`config.mk`:
```
export PLATFORM = sky130hd
export DESIGN_NAME = mem_arbiter
export DESIGN_NICKNAME = d
export VERILOG_FILES = /design/src/rtl/mem_arbiter.sv
export SDC_FILE = /design/constraint.sdc
export NUM_CORES = 1
export LEC_CHECK = 0
export ABC_AREA = 1
export BUFFER_PORTS_ARGS = -buffer_cell sky130_fd_sc_hd__buf_2
export CORE_AREA = 2 2 106 108
export DETAILED_ROUTE_END_ITERATION = 8
export DIE_AREA = 0 0 108 110
export SLEW_MARGIN = 0
export SYNTH_ARGS = -nofsm -noshare
export SYNTH_HDL_FRONTEND = slang
export SYNTH_SLANG_ARGS = --single-unit
```
`constraint.sdc`:
```
create_clock -name CLK -period 1.5 [get_ports CLK]
set_input_delay 0.15 -clock CLK [delete_from_list [all_inputs] [get_ports CLK]]
set_output_delay 0.15 -clock CLK [all_outputs]
set_load 0.01 [all_outputs]
```
`src/rtl/mem_arbiter.sv`:
```
// mem_arbiter: shares one single-port RAM between the icache (read-only)
// and the dcache (read/write, 2-word blocks). A dcache grant is held across
// a block; a starvation counter forces an icache grant at a block boundary
// once the icache has waited through STARVE_LIMIT dcache word completions.
//
// state  | meaning
// IDLE   | no grant, nothing driven to the RAM, both waits high
// IGRANT | icache owns the RAM, read of iaddr in progress
// DGRANT | dcache owns the RAM, held until a block boundary or dreq drops
module mem_arbiter #(
  parameter int STARVE_LIMIT = 4,
  parameter int ADDR_W       = 32,
  parameter int DATA_W       = 32
) (
  input  logic              CLK,
  input  logic              RST,
  input  logic              iREN,
  input  logic [ADDR_W-1:0] iaddr,
  output logic              iwait,
  output logic [DATA_W-1:0] iload,
  input  logic              dREN,
  input  logic              dWEN,
  input  logic [ADDR_W-1:0] daddr,
  input  logic [DATA_W-1:0] dstore,
  output logic              dwait,
  output logic [DATA_W-1:0] dload,
  output logic              ramREN,
  output logic              ramWEN,
  output logic [ADDR_W-1:0] ramaddr,
  output logic [DATA_W-1:0] ramstore,
  input  logic [DATA_W-1:0] ramload,
  input  logic [1:0]        ramstate,
  output logic [1:0]        busy_owner
);

  localparam int CNT_W = $clog2(STARVE_LIMIT + 1);
  localparam logic [CNT_W-1:0] LIMIT = CNT_W'(STARVE_LIMIT);
  localparam logic [1:0] RAM_ACCESS = 2'd2;

  typedef enum logic [1:0] {
    IDLE   = 2'd0,
    IGRANT = 2'd1,
    DGRANT = 2'd2
  } state_t;

  state_t           state, state_nxt;
  logic [CNT_W-1:0] starve_cnt, starve_nxt;
  logic             dreq, access, i_done, d_done, d_boundary;

  assign dreq       = dREN | dWEN;
  assign access     = (ramstate == RAM_ACCESS);
  assign i_done     = (state == IGRANT) && access;
  assign d_done     = (state == DGRANT) && access && dreq;
  assign d_boundary = d_done && daddr[2];

  // Starvation count: ERROR/BUSY cycles never complete a word, so only
  // ACCESS cycles move it; any gap in iREN means the icache is not starving.
  always_comb begin
    starve_nxt = starve_cnt;
    if (!iREN)
      starve_nxt = '0;
    else if (i_done)
      starve_nxt = '0;
    else if (d_done && (starve_cnt < LIMIT))
      starve_nxt = starve_cnt + CNT_W'(1);
  end

  // Grant decision; the boundary check sees the count including this word.
  always_comb begin
    state_nxt = state;
    unique case (state)
      IDLE: begin
        if (dreq && !(iREN && (starve_cnt >= LIMIT)))
          state_nxt = DGRANT;
        else if (iREN)
          state_nxt = IGRANT;
      end
      IGRANT: begin
        if (i_done)
          state_nxt = dreq ? DGRANT : (iREN ? IGRANT : IDLE);
        else if (!iREN)
          state_nxt = IDLE;
      end
      DGRANT: begin
        if (!dreq)
          state_nxt = iREN ? IGRANT : IDLE;
        else if (d_boundary && iREN && (starve_nxt >= LIMIT))
          state_nxt = IGRANT;
      end
      default: state_nxt = IDLE;
    endcase
  end

  // State and starvation counter; reset abandons any in-flight access.
  always_ff @(posedge CLK) begin
    if (RST) begin
      state      <= IDLE;
      starve_cnt <= '0;
    end else begin
      state      <= state_nxt;
      starve_cnt <= starve_nxt;
    end
  end

  // RAM drive and wait release follow the current grant; a write beats a read.
  always_comb begin
    ramREN   = 1'b0;
    ramWEN   = 1'b0;
    ramaddr  = '0;
    ramstore = '0;
    iwait    = 1'b1;
    dwait    = 1'b1;
    unique case (state)
      IGRANT: begin
        ramREN  = 1'b1;
        ramaddr = iaddr;
        iwait   = !i_done;
      end
      DGRANT: begin
        ramWEN   = dWEN;
        ramREN   = dREN & ~dWEN;
        ramaddr  = daddr;
        ramstore = dstore;
        dwait    = !d_done;
      end
      default: ;
    endcase
  end

  assign iload      = ramload;
  assign dload      = ramload;
  assign busy_owner = state;

endmodule

```
==> results by group <==
Global routing
  • Initial antenna violation count: 0
  • Met3 GRT Util: 2.058%
  • GRT Max-Usage Layer: met2
  • GR Util met2: slightly below 20%
  • First-pass GRT wire length: about 10 mm
  • Vias in the first global route: 1929
  • Largest net degree at the start of global routing: 28
  • M1 GR Usage: about 12%
  • GRT Util Overall: between 10% and 20%
  • Gr ovfl total: 0

Final layout
  • Layout cells sized above 1: 60.61%
  • Area delta synth->final: 76.51%
  • Multi-input logic area: approximately 1000 um2
  • Nets: 570
  • Ant diodes: 0
  • Final instance area: 0.002849 mm2
  • Reg area: 107.6 um2
  • Layout fillers: 1225
  • Non-filler instance count after layout: 569
  • Commonest non-fill, non-tap cell in the layout: buf_2
  • Most frequent cells in the layout: 160 x buf_2, 88 x nand2_1, 33 x inv_1, 22 x a21oi_1, 20 x nand2_2

Timing
  • Hold_ws: roughly 0.21 ns
  • Final hold violation count: 0
  • Setup slack after layout: -0.1083 ns
  • Worst-Margin Slew: 0.2877 ns
  • Final worst path period need: 1.608 ns
  • Setup_tns: -2.646 ns
  • Endpoints failing setup: 38
  • Final worst path period share: 107.2%
  • Unrepaired setup endpoints after global routing: yes
  • Layout Skew: 0.003326 ns
  • Fin. max-slew vios: 0
  • Achievable Freq: 621.8 MHz
  • Rel. slew slack: 80.75%

Setup path
  • Worst setup EP type: output port
  • Depth of the worst register-to-register path: 11
  • Slowest stage delay, CP: 0.36 ns
  • R2r setup slk: -0.03 ns
  • Critical Path Start: busy_owner[0]$_SDFFE_PP0P_
  • Top delay family on crit path: buffers and inverters
  • CP required: 1.35 ns
  • Setup CP Type: reg2out
  • Critical Path End: ramaddr[6]
  • Critical path depth: 7
  • Slowest cell on the critical path: dfxtp_4
  • CP Data Arrival Time: between 1 and 1.5 ns
  • Worst path cell trace: inv_6, ha_4, buf_12, clkbuf_16, nand2_2, a21oi_2, buf_2
  • RR Startpoint: busy_owner[0]$_SDFFE_PP0P_
  • Maximum fanout along the worst path: 6
  • Reg-to-reg endpoint: busy_owner[1]$_SDFFE_PP0P_
  • Startpoint types: register
  • Buf+Inv Stages, Crit Path: 4

Min path
  • Min-Delay Path Class: in2reg

Clock network
  • Clock latency on the worst-skew pair: approximately 0.22 ns
  • CTS H-Tree Depth: 1
  • TritonCTS Buffers: 3
  • Clk slew on worst S/H paths: 0.04 ns
  • Clock buffer depth: 2
  • Clk sink count: 5
  • Root Buffer: clkbuf_8
  • Hold_buf cts: 0
  • CTS tree: done

Place
  • Port-buffer cells: roughly 170
  • Detailed placer's ending HPWL: around 5.3 mm
  • RePlAce Congestion: 0.7354
  • Cells after DPL: 550
  • Placed inst area: 0.002213 mm2

Floorplanning
  • Die area: 0.01188 mm2
  • I/O pin cnt: 269
  • Initial Util: 15.09%
  • Die H: 110 um
  • FP Rows: 38
  • Die X: 108 um
  • Core area: 0.01070 mm2

Pwr
  • Leakage power: 1.716 nW
  • PwrDens: 1549 mW/mm2
  • Worst IR Drop VDD: between 600 and 700 uV

Detailed routing
  • Final ANT Viol Nets: 0
  • DRT Pass-1 Iters: 4
  • Routed len/inst: approximately 13 um
  • DRC viols: 0
  • Detail-routed via count per cell: 3.803
  • Vias: 2164
  • Initial drt markers: 59
  • Post-Route WL: 7.591 mm

Synth
  • Register area share after synthesis: 6.202%
  • Synth cell types: 21
  • Seq cells post-synth: 5
  • Syn Inst Count: 308
  • Mapped Area: 0.001614 mm2
  • Yosys warnings: 0
  • Post-synthesis area per instance: 5.240 um2
  • Syn nets: approximately 450

Status
  • Violated checks: negative setup slack
  • Status: complete, but fails checks

Job
  • MaxCap Viol Count: 0
sequential cells by signal, indices dropped and copies added (netlist names):
signal,flops
busy_owner,2
starve_cnt,3
cells in the mapped netlist, drive strengths merged:
| cell | instances | area [um2] |
|---|---|---|
| dfxtp | 5 | 100.1 |
| a211oi | 1 | 7.510 |
| nor2 | 14 | 55.06 |
| nand4 | 1 | 6.260 |
| clkbuf | 3 | 11.26 |
| nand3 | 6 | 35.03 |
| nand2 | 116 | 440.4 |
| buf | 75 | 538.0 |
| a21oi | 33 | 165.2 |
| o21ai | 2 | 10.01 |
| ha | 5 | 62.56 |
| inv | 45 | 168.9 |
| xnor2 | 1 | 8.760 |
| nor3 | 1 | 5.000 |
stage by stage:
| stage | worst slack [ns] | utilization [%] | total power, mW |
|---|---|---|---|
| floorplan | 0.02746 | - | 1.753 |
| global placement | 0.006425 | 20.69 | 2.791 |
| detailed placement | 0.005825 | 20.69 | 2.786 |
| CTS | -0.09354 | 23.17 | 3.808 |
| global route | -0.1881 | 26.63 | 4.795 |
| finish | -0.1083 | 26.63 | 4.414 |
worst min-delay path by stage:
stage	endpoint	from	slack, ns	cells after the start
2_1_floorplan	busy_owner[0]$_SDFFE_PP0P_	RST	0.31	3
3_3_place_gp	dload[21]	ramload[21]	0.30	0
6_report	busy_owner[0]$_SDFFE_PP0P_	RST	0.21	4
3_5_place_dp	dload[21]	ramload[21]	0.30	0
5_1_grt	busy_owner[1]$_SDFFE_PP0P_	RST	0.22	4
4_1_cts	busy_owner[1]$_SDFFE_PP0P_	RST	0.21	4
tightest hold or removal path, stage by stage:
cell     delay, ns
buf_2         0.10
inv_1         0.05
nand2_1       0.06
nor2_1        0.03
cells by family after synthesis:
logic type               Yosys count  share of synthesized area [%]
buffers and inverters            123                          44.50
flip-flops                         5                          6.202
AO/OA/AOI/OAI                     36                          11.32
AND/OR/NAND/NOR                  138                          33.57
XOR/XNOR                           1                         0.5427
adder cells (fa/ha/maj)            5                          3.876
power breakdown:
part / internal [mW] / switching (mW)
Sequential: 0.174 / 0.0423
Clock: 0.182 / 0.0648
Combinational: 1.92 / 2.04
Total: 2.27 / 2.14
layer usage:
metal | wire (um) | up-vias
met5 | 0 | -
met3 | 540 | 32
li1 | - | 1101
met4 | 224 | 0
met2 | 3776 | 109
met1 | 3049 | 922
repair_timing:
item                                    4_1_cts  5_1_grt
buffers inserted                              3        4
resized for setup                            23       73
endpoints found under the setup margin       66       66
cloned                                        4        4
pin swaps                                     2        4
cell type report:
cell class                      instances  share of cell area, %
Tap cell                              140                  6.148
Sequential cell                         5                  3.777
Inverter                               45                  6.280
Multi-Input combinational cell        180                  35.00
Timing Repair Buffer                  195                  47.21
Clock buffer                            4                  1.581
Power figures use the tool's default switching activity.
